$ cat src/rtl/gfx256_pkg.sv
// ---------------------------------------------------------------------------
// gfx256_pkg
//   Shared types and constants for the gfx256 memory-side blocks.
//   Contents:
//     rdarb_state_e    - read arbiter FSM states
//     RDARB_MAXREQ     - largest supported number of read clients
//     rdarb_next_idx() - modulo-n increment used for the round-robin pointer
// ---------------------------------------------------------------------------
package gfx256_pkg;

    typedef enum logic [1:0] {
        RDARB_IDLE     = 2'd0,
        RDARB_WAIT_ACK = 2'd1,
        RDARB_HIT      = 2'd2
    } rdarb_state_e;

    localparam int RDARB_MAXREQ = 8;

    // (idx + 1) mod n without a divider; idx is always < n.
    function automatic int rdarb_next_idx(input int idx, input int n);
        return (idx + 1 == n) ? 0 : idx + 1;
    endfunction

endpackage

$ cat src/rtl/gfx256_rr_pick.sv
// ---------------------------------------------------------------------------
// gfx256_rr_pick
//   Combinational rotate-priority encoder. Searches req starting at ptr and
//   wrapping modulo NREQ; the first set bit wins.
//   Ports:
//     req   in  NREQ   request vector
//     ptr   in  PTR_W  index with highest priority this cycle (< NREQ)
//     grant out NREQ   one-hot winner, all zero when nothing requests
//     any   out 1      at least one request is set
// ---------------------------------------------------------------------------
module gfx256_rr_pick #(
    parameter int NREQ  = 3,
    parameter int PTR_W = $clog2(NREQ)
) (
    input  logic [NREQ-1:0]  req,
    input  logic [PTR_W-1:0] ptr,
    output logic [NREQ-1:0]  grant,
    output logic             any
);

    // NOTE: every output of an always_comb is given a default before any
    // conditional assignment, so no path can leave it holding a value (no latch).
    always_comb begin
        grant = '0;
        any   = 1'b0;
        for (int i = 0; i < NREQ; i++) begin
            logic [PTR_W-1:0] idx;
            idx = PTR_W'((int'(ptr) + i) % NREQ);
            if (!any && req[idx]) begin
                grant[idx] = 1'b1;
                any        = 1'b1;
            end
        end
    end

endmodule

$ cat src/rtl/gfx256_rd_arbiter.sv
// ---------------------------------------------------------------------------
// gfx256_rd_arbiter
//   Round-robin arbiter sharing the single 256-bit wishbone reader port
//   between NREQ read clients (0 = clip z-read, 1 = fragment texture read,
//   2 = blender destination read). One outstanding read at a time. Clients
//   hold req until a one-cycle ack; data is valid in the ack cycle.
//
//   Optional feature macro: GFX256_RDARB_CACHE_EN
//     defined   - one-line read cache (tag, 256-bit line, valid); a picked
//                 client hitting the line is acked from the cache in a
//                 single HIT cycle without touching the reader port.
//     undefined - no cache; inv_i is unused and data_o = m_data_i.
//
//   Ports:
//     clk_i        in   system clock
//     rst_ni       in   synchronous reset, active low
//     req_i        in   [NREQ]        per-client read request
//     addr_i       in   [NREQ][31:5]  per-client 32-byte line address
//     sel_i        in   [NREQ][31:0]  per-client byte selects
//     ack_o        out  [NREQ]        per-client ack pulse
//     data_o       out  [255:0]       read data, valid when any ack_o bit is set
//     inv_i        in   invalidate the cached line
//     m_request_o  out  reader request
//     m_addr_o     out  [31:5] reader line address
//     m_sel_o      out  [31:0] reader byte selects
//     m_ack_i      in   reader ack, data valid
//     m_data_i     in   [255:0] reader data
//     m_busy_i     in   reader busy, do not raise a new request
// ---------------------------------------------------------------------------
module gfx256_rd_arbiter
    import gfx256_pkg::*;
#(
    parameter int NREQ = 3
) (
    input  logic                   clk_i,
    input  logic                   rst_ni,
    input  logic [NREQ-1:0]        req_i,
    input  logic [NREQ-1:0][31:5]  addr_i,
    input  logic [NREQ-1:0][31:0]  sel_i,
    output logic [NREQ-1:0]        ack_o,
    output logic [255:0]           data_o,
    input  logic                   inv_i,
    output logic                   m_request_o,
    output logic [31:5]            m_addr_o,
    output logic [31:0]            m_sel_o,
    input  logic                   m_ack_i,
    input  logic [255:0]           m_data_i,
    input  logic                   m_busy_i
);

    localparam int PTR_W = $clog2(NREQ);

    if (NREQ < 2 || NREQ > RDARB_MAXREQ) begin : g_nreq_range
        $error("gfx256_rd_arbiter: NREQ must be in 2..RDARB_MAXREQ");
    end

    // -----------------------------------------------------------------------
    // State
    // -----------------------------------------------------------------------
    rdarb_state_e      state_q, state_d;
    logic [NREQ-1:0]   grant_q, grant_d;
    logic [PTR_W-1:0]  ptr_q,   ptr_d;
    logic              request_d;
    logic [31:5]       addr_d;
    logic [31:0]       sel_d;

    // -----------------------------------------------------------------------
    // Round-robin pick and index conversion
    // -----------------------------------------------------------------------
    logic [NREQ-1:0]   pick_grant;
    logic              pick_any;
    logic [PTR_W-1:0]  pick_idx;
    logic [PTR_W-1:0]  grant_idx;
    logic [PTR_W-1:0]  ptr_next;
    logic              pick_hit;

    gfx256_rr_pick #(
        .NREQ  (NREQ),
        .PTR_W (PTR_W)
    ) u_pick (
        .req   (req_i),
        .ptr   (ptr_q),
        .grant (pick_grant),
        .any   (pick_any)
    );

    always_comb begin
        pick_idx  = '0;
        grant_idx = '0;
        for (int i = 0; i < NREQ; i++) begin
            if (pick_grant[i]) pick_idx  = PTR_W'(i);
            if (grant_q[i])    grant_idx = PTR_W'(i);
        end
    end

    // The client after the one just served gets top priority next.
    assign ptr_next = PTR_W'(rdarb_next_idx(int'(grant_idx), NREQ));

    // -----------------------------------------------------------------------
    // Optional one-line cache
    // -----------------------------------------------------------------------
`ifdef GFX256_RDARB_CACHE_EN
    logic [31:5]  tag_q;
    logic [255:0] line_q;
    logic         valid_q;
    logic         fill;

    // Only acks belonging to our own outstanding read fill the line; a stray
    // ack after a mid-transaction reset carries no address we could trust.
    assign fill = (state_q == RDARB_WAIT_ACK) && m_ack_i;

    always_ff @(posedge clk_i) begin
        if (!rst_ni) begin
            valid_q <= 1'b0;
        end else if (inv_i) begin
            // Invalidate wins over a same-cycle fill: memory may have been
            // written after the reader sampled the returning line.
            valid_q <= 1'b0;
        end else if (fill) begin
            valid_q <= 1'b1;
        end
    end

    // NOTE: the line storage has no reset; valid_q alone decides whether the
    // contents mean anything, so resetting 283 flops would buy nothing.
    always_ff @(posedge clk_i) begin
        if (fill) begin
            tag_q  <= m_addr_o;
            line_q <= m_data_i;
        end
    end

    assign pick_hit = pick_any && valid_q && (addr_i[pick_idx] == tag_q);
    assign data_o   = (state_q == RDARB_HIT) ? line_q : m_data_i;
`else
    logic unused_inv;
    assign unused_inv = inv_i;
    assign pick_hit   = 1'b0;
    assign data_o     = m_data_i;
`endif

    // -----------------------------------------------------------------------
    // FSM next-state / next-output logic
    // -----------------------------------------------------------------------
    always_comb begin
        state_d   = state_q;
        grant_d   = grant_q;
        ptr_d     = ptr_q;
        request_d = m_request_o;
        addr_d    = m_addr_o;
        sel_d     = m_sel_o;

        unique case (state_q)
            RDARB_IDLE: begin
                // The pick is re-evaluated every cycle; nothing is latched
                // while the reader is busy, so a withdrawn request is skipped.
                if (pick_hit) begin
                    // Hits never touch the reader, so busy does not block them.
                    grant_d = pick_grant;
                    state_d = RDARB_HIT;
                end else if (pick_any && !m_busy_i) begin
                    grant_d   = pick_grant;
                    addr_d    = addr_i[pick_idx];
                    sel_d     = sel_i[pick_idx];
                    request_d = 1'b1;
                    state_d   = RDARB_WAIT_ACK;
                end
            end
            RDARB_WAIT_ACK: begin
                if (m_ack_i) begin
                    request_d = 1'b0;
                    ptr_d     = ptr_next;
                    state_d   = RDARB_IDLE;
                end
            end
`ifdef GFX256_RDARB_CACHE_EN
            RDARB_HIT: begin
                ptr_d   = ptr_next;
                state_d = RDARB_IDLE;
            end
`endif
            default: begin
                request_d = 1'b0;
                state_d   = RDARB_IDLE;
            end
        endcase
    end

    // NOTE: sequential state uses non-blocking assignments so every register
    // loads values computed from the pre-edge state, independent of order.
    always_ff @(posedge clk_i) begin
        if (!rst_ni) begin
            state_q     <= RDARB_IDLE;
            grant_q     <= '0;
            ptr_q       <= '0;
            m_request_o <= 1'b0;
            m_addr_o    <= '0;
            m_sel_o     <= 32'hFFFF_FFFF;
        end else begin
            state_q     <= state_d;
            grant_q     <= grant_d;
            ptr_q       <= ptr_d;
            m_request_o <= request_d;
            m_addr_o    <= addr_d;
            m_sel_o     <= sel_d;
        end
    end

    // -----------------------------------------------------------------------
    // Ack path: combinational, zero cycles from m_ack_i.
    // -----------------------------------------------------------------------
    always_comb begin
        ack_o = '0;
        if (state_q == RDARB_WAIT_ACK && m_ack_i) ack_o = grant_q;
`ifdef GFX256_RDARB_CACHE_EN
        if (state_q == RDARB_HIT) ack_o = grant_q;
`endif
    end

endmodule
$ cat config.mk
export PLATFORM = sky130hd
export DESIGN_NAME = gfx256_rd_arbiter
export DESIGN_NICKNAME = d
export VERILOG_FILES = /design/src/rtl/gfx256_pkg.sv /design/src/rtl/gfx256_rr_pick.sv /design/src/rtl/gfx256_rd_arbiter.sv
export SDC_FILE = /design/constraint.sdc
export NUM_CORES = 1
export LEC_CHECK = 0
export BUFFER_PORTS_ARGS = -buffer_cell sky130_fd_sc_hd__buf_4
export CAP_MARGIN = 5
export CORE_AREA = 2 2 291 293
export CTS_BUF_LIST = sky130_fd_sc_hd__clkbuf_16
export DETAILED_ROUTE_END_ITERATION = 10
export DIE_AREA = 0 0 293 295
export GPL_TIMING_DRIVEN = 0
export SYNTH_ARGS = -nofsm -noshare
export SYNTH_HDL_FRONTEND = slang
export SYNTH_SLANG_ARGS = --single-unit
$ cat constraint.sdc
create_clock -name clk_i -period 2.15 [get_ports clk_i]
set_clock_uncertainty 0.15 [all_clocks]
set_input_delay 0.43 -clock clk_i [delete_from_list [all_inputs] [get_ports clk_i]]
set_output_delay 0.43 -clock clk_i [all_outputs]
set_load 0.01 [all_outputs]
==> impl_summary.md, run 1 <==
Cells and area
The final layout contains 1712 nets. The library cells used most frequently in the layout, excluding fill and tap cells, are buf_4, dfxtp_1, and3_1. In the final layout, the share of cells above drive strength 1 is 73.66%. Leaving out fill and tap cells, the most frequent cell in the layout is buf_4. The area growth from synthesis to layout is 112.0%. The finished cells cover 12340 um2.

CTS
The hold buffer count at cts is 0. The depth of the CTS H-tree is 3. The CTS tree is done. After clock tree synthesis, the clock-pin slew on the worst setup and hold paths is 80 ps.

TritonCTS created 9 clock buffers. In this run the clock root is driven by a clkbuf_16. The clock insertion delay at the later pin of the skew report is 380 ps.

The longest clock path from root to sink contains 2 buffers. The clock net in this run drives a total of 65 sinks.

Routing
The number of remaining DRC errors is 0. In this run, the number of DRC markers left after iteration 0 of detailed routing was 211. The routed via count divided by cell count is 3.058. Dividing the detail-routed wire length by the instance count gives 21.07 um. In this run the remaining antenna-violating nets after routing total 0. The number of iterations in the first detailed-routing pass is 4.

The total detailed-routing wirelength is 49.83 mm. The routed layout has 7231 vias.

Global route
Global routing used 10.93% of the available tracks. For this run, global-route usage on met3 was measured as 3.789%. The total grt overflow is 0. The first global-routing pass estimated 62.13 mm of wire.

The number of antenna violations at the first check in global routing is 27. The met1 demand-to-capacity share in global routing is 14.22%. The largest net degree at the start of global routing is 13. The global-route track usage on met2 is 16.59%. The via count of the first global-routing pass is 7070. The layer flagged by global routing as most heavily used is met2.

Worst setup path
The cell occurring most often along the worst timing path is buf_12. The kind of critical path is reg2reg. The worst path required time is 2200 ps. The slowest stage of the critical path is the dfxtp_4 cell. The setup slack on the worst flop-to-flop path is -370 ps.

The delay of the slowest cell on the worst path is 400 ps. The critical path goes through inv_4 -> ha_4 -> inv_4 -> a21oi_2 -> o2111ai_4 -> buf_12 -> buf_12 -> nand2_8 -> buf_12 -> a211oi_1 -> o211ai_1. The launching element type of the critical path is a flop. The cell class contributing the biggest share of worst-path delay is compound AO/OA/AOI/OAI gates.

STA puts the critical path data arrival time at 2570 ps. The peak fanout along the critical path is 7. The worst setup path is captured at a flop. Together, buffers and inverters on the worst path number 5.

Timing
After layout, the worst path uses 117.1% of the clock period. For the pin with the worst max-slew slack, the measured transition is 1013 ps. Headroom to the max-slew limit came out at 32.44%. The accumulated negative setup slack is -15280 ps. Hold timing on the final database bottoms out at a slack of 194.7 ps.

In the post-route analysis, the smallest setup slack over all paths is -367.0 ps. Setup violations remaining at the end of the flow were counted as 60. The number of hold-slack violations in the final timing report is 0.

The total count of max-transition violations in the final report is 0. The minimum clock period is 2517 ps. Static timing analysis puts the maximum clock frequency at 0.3973 GHz.

Setup repair after global routing could not meet its margin everywhere.

Power and ir drop
The static power due to leakage is 5.729 nW. IR analysis of the VDD net gives a maximum drop of 0.2997 mV. The power per standard cell area is 548.7 nW/um2.

Total power for the finished layout comes to 6.769 mW.

Logic synthesis
The sequential share of the synthesized area is 22.36%. Of all cell types, the one taking the most synthesized area is buf_4. The number of library cell types mapped by synthesis is 41.

By area the synthesized netlist is led by buf_4, dfxtp_1, and3_1. The average instance in the mapped netlist occupies 7.972 um2. The mapped netlist covers 5819 um2. For this run, the number of Yosys warnings is 0.

The portion of synthesized cell area occupied by the leading cell type is 33.41%. The number of register bits inferred by synthesis is 65. In the synthesized netlist, the number of instances is 730.

The post-synthesis net count is 1175.

Outcome
The final reports fail on negative setup slack. The run finished, with violations left.

Placed design
The total half-perimeter wirelength after legalization and detailed placement is 42.29 mm. The placer's final routability congestion estimate is 0.9127. Buffers placed on the I/O ports in this run total 502. The placed cell area is 10990 um2.

Die
The row count is 106. The initial utilization of the core area, before any placement, comes to 6.998%. The number of top-level pins is 760. The total area inside the core boundary comes to 83160 um2. The full die area is 86440 um2. The die height is 295 um. The die is 293 um wide.

Worst hold path
The classification of the worst-slack hold path is in2reg.

Job
The tool flagged a number of max-cap violations equal to 0.
[worst paths after layout]
kind,start,endpoint,cells past startpoint
worst max register to register,ptr_q[0],m_sel_o[29],11
worst min-delay path,addr_i[59],m_addr_o[10],3
worst max-delay path,ptr_q[0],m_sel_o[29],11
worst min register to register,m_addr_o[19],m_addr_o[19],2
[logic make-up after synthesis]
| logic type | synth area share, % |
|---|---|
| buffers and inverters | 37.65 |
| multiplexers | 0.8815 |
| AND/OR/NAND/NOR | 15.85 |
| flip-flops | 22.36 |
| AO/OA/AOI/OAI | 22.40 |
| adder cells (fa/ha/maj) | 0.8601 |
[Yosys cell counts (all sizes together)]
| library cell | instances |
|---|---|
| mux2i | 4 |
| inv | 3 |
| buf | 277 |
| a21oi | 4 |
| a41o | 1 |
| and3 | 62 |
| a221oi | 1 |
| nor3 | 2 |
| nand3b | 1 |
| nand2b | 3 |
| o2111ai | 1 |
| o21bai | 1 |
| a21boi | 1 |
| nand2 | 42 |
| o31ai | 27 |
| or3 | 1 |
| nand3 | 31 |
| ha | 4 |
| mux2 | 1 |
| dfxtp | 65 |
| a22oi | 1 |
| o211ai | 32 |
| a22o | 1 |
| clkbuf | 29 |
| o21ai | 35 |
| nor2 | 32 |
| nor2b | 5 |
| a211oi | 59 |
| nor3b | 2 |
| o31a | 1 |
| a41oi | 1 |
[sequential cells by signal, summed over array words and instances (netlist names)]
signal	flops
grant_q	3
m_addr_o	27
ptr_q	2
m_request_o	1
m_sel_o	32
[repair_timing]
action,4_1_cts,5_1_grt
gates resized for setup,167,28
endpoints found under the setup margin,63,63
setup buffers,19,5
cloned,2,0
pin swaps,17,18
[through the flow]
step / cells / utilization (%) / setup WS [ps]
2_1_floorplan: 730 / - / 6.264
3_3_place_gp: 2312 / 13.20 / -1627
3_5_place_dp: 2314 / 13.22 / -1631
4_1_cts: 2349 / 14.64 / -393.9
5_1_grt: 2358 / 14.81 / -441.1
6_report: 2365 / 14.84 / -367.0
[final cells by class]
cell class	instances	area [um2]
buffer	302	2414
clock buffer	9	225.2
inverter	3	18.77
clock inverter	7	117.6
fill	9407	70820
multi-input combinational	356	2823
timing repair buffer	530	4046
sequential	65	1309
tap	1080	1351
antenna	13	32.53
[where the power goes]
part | switching (mW) | internal, mW | total, mW
clock network | 0.753 | 1.14 | 1.89
logic | 1.71 | 1.68 | 3.39
registers | 0.104 | 1.38 | 1.49
[worst min-delay path: cells and delay by family]
| kind | cells | cell delay (ps) |
|---|---|---|
| and+or+nand+nor | 1 | 40 |
| AOI/OAI and AO/OA | 1 | 150 |
| buffers and inverters | 1 | 80 |
[layer usage]
layer / wire [um] / up-vias
li1: - / 3388
met1: 21940 / 3341
met2: 22070 / 422
met3: 4563 / 60
met4: 1136 / 20
met5: 115 / -
Note: power is estimated with default switching activity, not from simulation.
==> inputs of run 2 (changes only) <==
Settings changed: SETUP_SLACK_MARGIN from default to 0.1.
==> impl_summary.md, run 2 (same netlist as run 1, synthesis figures left out) <==
CTS
TritonCTS built the clock tree. The clock tree root buffer cell is clkbuf_16. Clock-pin slew was measured on the worst setup and hold paths at 90 ps. The tree built by TritonCTS fans out to 65 sinks. In this run the number of H-tree levels came out at 3.

The clock insertion delay at the later pin of the skew report is 390 ps. In this run the deepest clock path goes through 2 buffers. The number of clock buffers added by TritonCTS is 9.

Worst setup path
Walking the worst path, the cells encountered are inv_4 -> ha_4 -> buf_8 -> o21bai_1 -> o2111ai_4 -> buf_12 -> clkbuf_8 -> and3_1 -> a211oi_2 -> o31ai_1. The endpoint of the lowest-slack register-to-register path is m_addr_o[24]. STA classifies the critical path endpoint as a flop.

STA puts the critical path data required time at 2260 ps. At the worst endpoint, the arrival time is 2630 ps. In this run the worst setup path terminates at m_addr_o[24]. The peak fanout along the critical path is 10.

The worst-case reg-to-reg path depth is 10. The largest individual stage delay along the critical path comes from the cell dfxtp_4. Together, buffers and inverters on the worst path number 4. The kind of critical path is reg2reg.

The setup slack on the worst flop-to-flop path is -370 ps. The start point of the critical path is ptr_q[1]. The logic depth of the worst path, buffers included is 10.

STA classifies the critical path startpoint as a flop. The beginning of the worst register-to-register path is ptr_q[1]. The cell class contributing the biggest share of worst-path delay is compound AO/OA/AOI/OAI gates. The largest single stage delay on the critical path is 390 ps.

Timing
Setup repair after global routing could not meet its margin everywhere. Summed over all failing endpoints, the final setup total negative slack is -16730 ps. The total count of max-transition violations in the final report came to 0. The final setup slack of the worst path is -365.2 ps. The number of hold-slack violations in the final timing report was 0. The period utilization is 117.0%. Setup violations remaining at the end of the flow were counted as 62. Subtracting the final worst setup slack from the clock period gives 2515 ps.

At the pin with the least slew margin, the transition time is 1057 ps. For this run, the top clock speed supported by timing is 0.3976 GHz. The max-slew headroom at the worst pin is 29.54%.

Global route
For met2 alone, demand over resource in global routing was 16.15%. Global routing finished with a remaining overflow of 0. The number of antenna violations at the first check in global routing came to 35.

The met1 demand-to-capacity share in global routing is 13.18%. The via count of the first global-routing pass was 7275. The largest net degree at the start of global routing is 14. The first global-routing pass estimated 60.11 mm of wire.

The met3 global-route usage is 3.406%. The most congested layer reported by global routing is met2. For this run, the total global-route usage over all layers was measured as 10.49%.

Power and ir drop
The maximum vdd drop is 0.3790 mV. The static power due to leakage is 6.009 nW. The power per standard cell area is 532.6 nW/um2.

Die
The total area inside the core boundary comes to 83160 um2. In this run the horizontal extent of the chip is 293 um. The full die area is 86440 um2. The die height is 295 um. The initial core utilization is 6.998%. The number of top-level pins is 760. The row count is 106.

Routing
In the routed layout, each cell is associated on average with a via count of 3.083. The total detailed-routing wirelength is 49.38 mm. The number of remaining DRC errors is 0. Once detail routing completed, the nets flagged for antenna violations numbered 0.

The number of DRC violations after detailed-routing iteration 0 is 280. The routed layout has 7377 vias. Dividing the detail-routed wire length by the instance count gives 20.63 um. For this run, the detailed router's first-pass iteration total came to 5.

Cells and area
From synthesis to final layout, the design area changed by 125.6%. The area of all placed cells without fillers is 13130 um2. The flip-flop count of the largest register after layout is 32.

The layout filler cell count is 9360. The commonest non-fill, non-tap cell in the layout is buf_4. The utilization of the core after routing is 15.78%. More flip-flops sit in one register than any other, and that register is m_sel_o. The net count of the finished layout is 1735.

The largest registers in the layout are m_sel_o x32, m_addr_o x27, grant_q x3. Excluding fillers, the count of instances in the completed layout stands at 2393. Cells with a size suffix above 1 make up 75.98% of the layout.

Leaving out fill and tap cells, the most frequent cells in the layout are buf_4, dfxtp_1, and3_1.

Placed design
The count of buffers inserted at the top-level ports is 502. The setup slack after placement is -1554 ps. The placer's final routability congestion estimate is 0.9320. After detailed placement, the design holds a cell count of 2313. The placed cell area is 11270 um2. Detailed placement finished with a half-perimeter wire length of 39.09 mm.

Outcome
The final reports fail on negative setup slack. The run finished, with violations left.

Job
The count of max-cap constraint violations is 0.

Worst hold path
The classification of the worst-slack hold path is in2reg.
## run 2: final cells by class
cell class | count | area, um2 | area share (%)
Antenna cell | 18 | 45.04 | 0.3432
Buffer | 306 | 2590 | 19.73
Clock buffer | 9 | 225.2 | 1.716
Clock inverter | 7 | 76.32 | 0.5815
Inverter | 3 | 21.27 | 0.1620
Multi-Input combinational cell | 357 | 3062 | 23.32
Sequential cell | 65 | 1309 | 9.971
Tap cell | 1080 | 1351 | 10.29
Timing Repair Buffer | 548 | 4447 | 33.88
## run 2: worst min-delay path by stage
stage                  from           end  slack, ps  cells past startpoint
6_report          sel_i[50]   m_sel_o[18]        200                      3
5_1_grt           sel_i[37]    m_sel_o[5]        190                      3
4_1_cts          addr_i[71]  m_addr_o[22]        150                      3
3_5_place_dp   m_addr_o[24]  m_addr_o[24]        310                      2
3_3_place_gp     grant_q[0]    grant_q[0]        300                      2
2_1_floorplan    grant_q[0]    grant_q[0]        290                      2
## run 2: power breakdown
group	internal, mW	switching, mW
combinational	1.98	1.76
clock	0.914	0.840
sequential	1.38	0.108
## run 2: metrics by stage
step | power (mW) | hold slack (ps)
floorplan | 2.981 | 285.4
global placement | 4.537 | 299.5
detailed placement | 4.557 | 308.5
CTS | 6.988 | 151.9
global route | 7.391 | 187.0
finish | 6.991 | 196.7
## run 2: tightest hold or removal path, stage by stage
cell      delay (ps)
buf_4             80
a211oi_2          50
o211ai_1         140
## run 2: metal layers
layer,wire length (um),vias up
met5,69,-
met4,1693,12
met3,3816,66
met2,22650,447
met1,21150,3408
li1,-,3444
## run 2: what timing repair did
action / in CTS / in global routing
endpoints found under the hold margin: 0 / 0
setup endpoints to repair: 63 / 63
gates cloned: 7 / 4
pin swaps: 33 / 45
hold buffers: 0 / 0
setup buffers: 28 / 8
gates resized for setup: 167 / 62
==> inputs of run 3 (changes only) <==
Settings changed: ABC_AREA from default to 1, CORE_AREA 2 2 291 293 to 2 2 292 294, DIE_AREA 0 0 293 295 to 0 0 294 296.
Clock period 2.15 ns to 2.05 ns, I/O delays scaled along.
==> impl_summary.md, run 3 <==
Outcome
The flow ran to the end, but the final reports show violations. The checks that failed: negative setup slack.

Cells and area
The commonest non-fill, non-tap cell in the layout is buf_4. The net count of the finished layout is 1920. The layout cell share with drive strength beyond 1 is 68.65%. The footprint of the flip-flops and latches is 1310 um2.

The largest registers in the layout are m_sel_o x32, m_addr_o x27, grant_q x3. Once layout is complete, the cells apart from fillers number 2580. In the layout the commonest cells are buf_4, nand2_1, a21oi_1. Compared with the post-synthesis result, the final layout area differs by 120.0%. m_sel_o holds more flip-flops than any other register. Fill cells in the final layout number 9589. The area of combinational cells with multiple inputs is 3022 um2. The flip-flop count of the largest register after layout is 32.

Die
The die covers 87020 um2. After floorplanning, the core was sized to cover 84210 um2. The die is 296 um tall.

The die is 294 um wide. 760 I/O pins were placed. The initial utilization of the core area, before any placement, comes to 7.168%.

After floorplanning, the core was divided into 107 placement rows.

Worst setup path
The startpoint identified for the worst register-to-register timing path is ptr_q[1]. Along the worst path, the maximum fanout reaches 10. The worst-case reg-to-reg path depth is 13. STA classifies the critical path startpoint as a flop. The setup check on the worst reg-to-reg path leaves a slack of -450 ps. The delay of the slowest cell on the worst path is 400 ps. The worst path required time is 2150 ps.

The critical path is of the reg2reg type. The endpoint of the lowest-slack register-to-register path is m_addr_o[19]. Walking the worst path, the cells encountered are inv_4 -> ha_4 -> nand2_1 -> nand2_4 -> a21oi_4 -> buf_4 -> nand4_4 -> buf_12 -> clkbuf_2 -> a21oi_1 -> nor2_4 -> nand2_2 -> a21oi_2. On the critical path, the stage with the largest delay is an instance of dfxtp_4. The data arrival time at the worst-slack endpoint is 2600 ps. The endpoint type of the worst setup path is a flop.

CTS
TritonCTS built the clock tree. Buffers inserted to repair hold after CTS numbered 0. The clock transition time at the flip-flop clock pins of the worst setup and hold paths is 90 ps. The later pin in the worst-skew pair is clocked with a latency of 370 ps. TritonCTS created 9 clock buffers. The total number of clock tree sinks is 65. The clock tree buffer depth is 2. The tree is rooted in a clkbuf_16. CTS built an H-tree with a depth of 3.

Placed design
The HPWL after detailed placement is 37.81 mm. The cell count after placement is 2504. The count of buffers inserted at the top-level ports is 502.

At the end of routability-driven placement, the weighted congestion stood at 0.8847.

Global route
The via count of the first global-routing pass came to 7661. For this run, the total global-route usage over all layers was measured as 9.896%. The first global-routing pass estimated 58.36 mm of wire. The largest net degree at the start of global routing is 14. The total grt overflow is 0.

The number of antenna violations at the first check in global routing came to 20.

Logic synthesis
The commonest cells after synthesis are buf_4, nand2_1, a21oi_1. In the synthesized netlist, mux cells make up 0% of the area. The count of synthesis-stage warnings from yosys is 0. For this run, the leading register cell type out of synthesis is dfxtp_1. When the netlist entered floorplanning its net count stood at 1356.

The portion of synthesized cell area occupied by the leading cell type is 32.09%. The number of library cell types mapped by synthesis is 29. The synthesized netlist devotes 0.8292% of its cell area to adder and majority cells. The number of flops mapped to enable cells by yosys is 0. The post-synthesis compound-gate area fraction is 17.87%. By area the synthesized netlist is led by buf_4, dfxtp_1, a21oi_1. Yosys instantiated no cell more often than buf_4. The area fraction in and, or, nand and nor cells after synthesis is 19.80%.

The sequential share of the synthesized area is 21.56%. The largest total area in the synthesized netlist belongs to buf_4. The largest family of logic cells by synthesized area is buffers and inverters.

Synthesis inferred 65 register bits. The synthesized area is 6036 um2. The fraction of synthesis flops using an asynchronous set or reset pin is 0%.

Synthesis produced 911 cells. The average instance area after synthesis is 6.625 um2. After Yosys synthesis, XOR and XNOR cells account for 0% of the synthesized area.

Routing
The number of iterations in the first detailed-routing pass is 5. The routed design has 47.01 mm of wire. In this run the remaining antenna-violating nets after routing total 0. Across all layers, the routed design uses 8018 vias. After detailed routing, the number of vias per cell comes to 3.108.

The average wire per cell in the routed design is 18.22 um. The number of remaining DRC errors is 0. After the first detailed-routing iteration, the DRC count stood at 227.

Power and ir drop
The power consumption is 7.540 mW. The power per standard cell area is 568.0 nW/um2. The maximum vdd drop is 0.3934 mV. In this run the static leakage power is 6.275 nW.

Worst hold path
The cell count of the worst hold path is 3. In this run the most critical hold path is launched from sel_i[8]. The endpoint of the worst hold path is m_sel_o[8]. In this run the worst hold path is classified as in2reg.

Timing
Subtracting the final worst setup slack from the clock period gives 2499 ps. After layout, the worst setup slack is -449.1 ps. The period utilization is 121.9%. For the pin with the worst max-slew slack, the measured transition is 1066 ps. The number of hold-slack violations in the final timing report is 0.

Setup violations remaining at the end of the flow were counted as 63. Setup repair after global routing could not meet its margin everywhere. The total count of max-transition violations in the final report came to 0. Timing would allow up to 0.4001 GHz. The max-slew headroom at the worst pin is 28.92%.

Job
The tool flagged a number of max-cap violations equal to 0.
==> run 3: changes by cell type in the layout (fill, tap and decap cells not counted), moves of 25 or more <==
cell / delta
a211oi_2: -39
a21oi_1: +100
and3_1: -53
inv_1: +60
nand2_1: +99
o211ai_1: -32
o21ai_2: +25
o21bai_1: +31
==> run 3: cell type report <==
type                    instances  share of cell area, %
clock inverters                 6                 0.3675
inverters                      73                  2.610
flip-flops and latches         65                  9.867
diodes                         10                 0.1885
repair inverters                1                0.08482
clock buffers                  10                  1.885
well taps                    1090                  10.27
multi-input cells             474                  22.76
repair buffers                555                  33.95
plain buffers                 296                  18.02
==> run 3: cell families (layout without fill, tap and decap cells) <==
group           after synthesis  after routing
buf+inv                     373            941
flops                        65             65
fa+ha+maj                     4              4
other cells                   0             10
compound gates              195            195
simple gates                274            275
==> run 3: per-stage QoR <==
stage | hold slack, ps | area (um2) | util, % | worst slack [ps] | TNS [ps]
6_report | 117.4 | 13280 | 15.77 | -449.1 | -22700
5_1_grt | 86.66 | 13270 | 15.76 | -541.7 | -29710
4_1_cts | 70.20 | 12660 | 15.04 | -409.8 | -21930
3_5_place_dp | 352.6 | 11350 | 13.48 | -1081 | -55620
3_3_place_gp | 341.1 | 11340 | 13.46 | -1288 | -58990
2_1_floorplan | 304.8 | 6203 | - | 50.46 | 0
==> run 3: layer usage <==
layer	vias to the layer above	wire length, um	part of all wire, %	track usage, %
li1	3804	-	-	-
met1	3586	16980	36	10.67
met2	537	23330	50	16.98
met3	83	4532	9.6	3.672
met4	8	2109	4.5	4.878
met5	-	57	0.12	0.4989
==> run 3: repair_timing <==
| action | 4_1_cts | 5_1_grt |
|---|---|---|
| buffers inserted | 29 | 14 |
| pin swaps | 30 | 47 |
| gates cloned | 4 | 7 |
| endpoints found under the setup margin | 65 | 65 |
| resized for setup | 150 | 97 |
==> run 3: worst max-delay path by stage <==
| stage | start | endpoint | depth (start not counted) |
|---|---|---|---|
| after detailed placement | ptr_q[0] | m_addr_o[25] | 13 |
| after global placement | rst_ni | m_request_o | 5 |
| after floorplan | ptr_q[0] | m_sel_o[25] | 14 |
| final | ptr_q[1] | m_addr_o[19] | 13 |
| after global routing | ptr_q[1] | m_addr_o[10] | 15 |
| after CTS | ptr_q[0] | m_addr_o[22] | 13 |
==> run 3: power by group <==
| part | total [mW] | switching (mW) | internal (mW) | leakage [nW] |
|---|---|---|---|---|
| combinational | 4.24 | 2.12 | 2.12 | 5.59 |
| clock | 1.75 | 0.842 | 0.908 | 0.148 |
| sequential | 1.55 | 0.111 | 1.44 | 0.539 |
| total | 7.54 | 3.07 | 4.47 | 6.28 |
==> run 3: worst max-delay path: cells and delay by family, from the launching register on <==
family / cells / cell delay, ps
buf+inv: 4 / 630
flops: 1 / 400
fa+ha+maj: 1 / 180
simple gates: 5 / 420
compound gates: 3 / 570
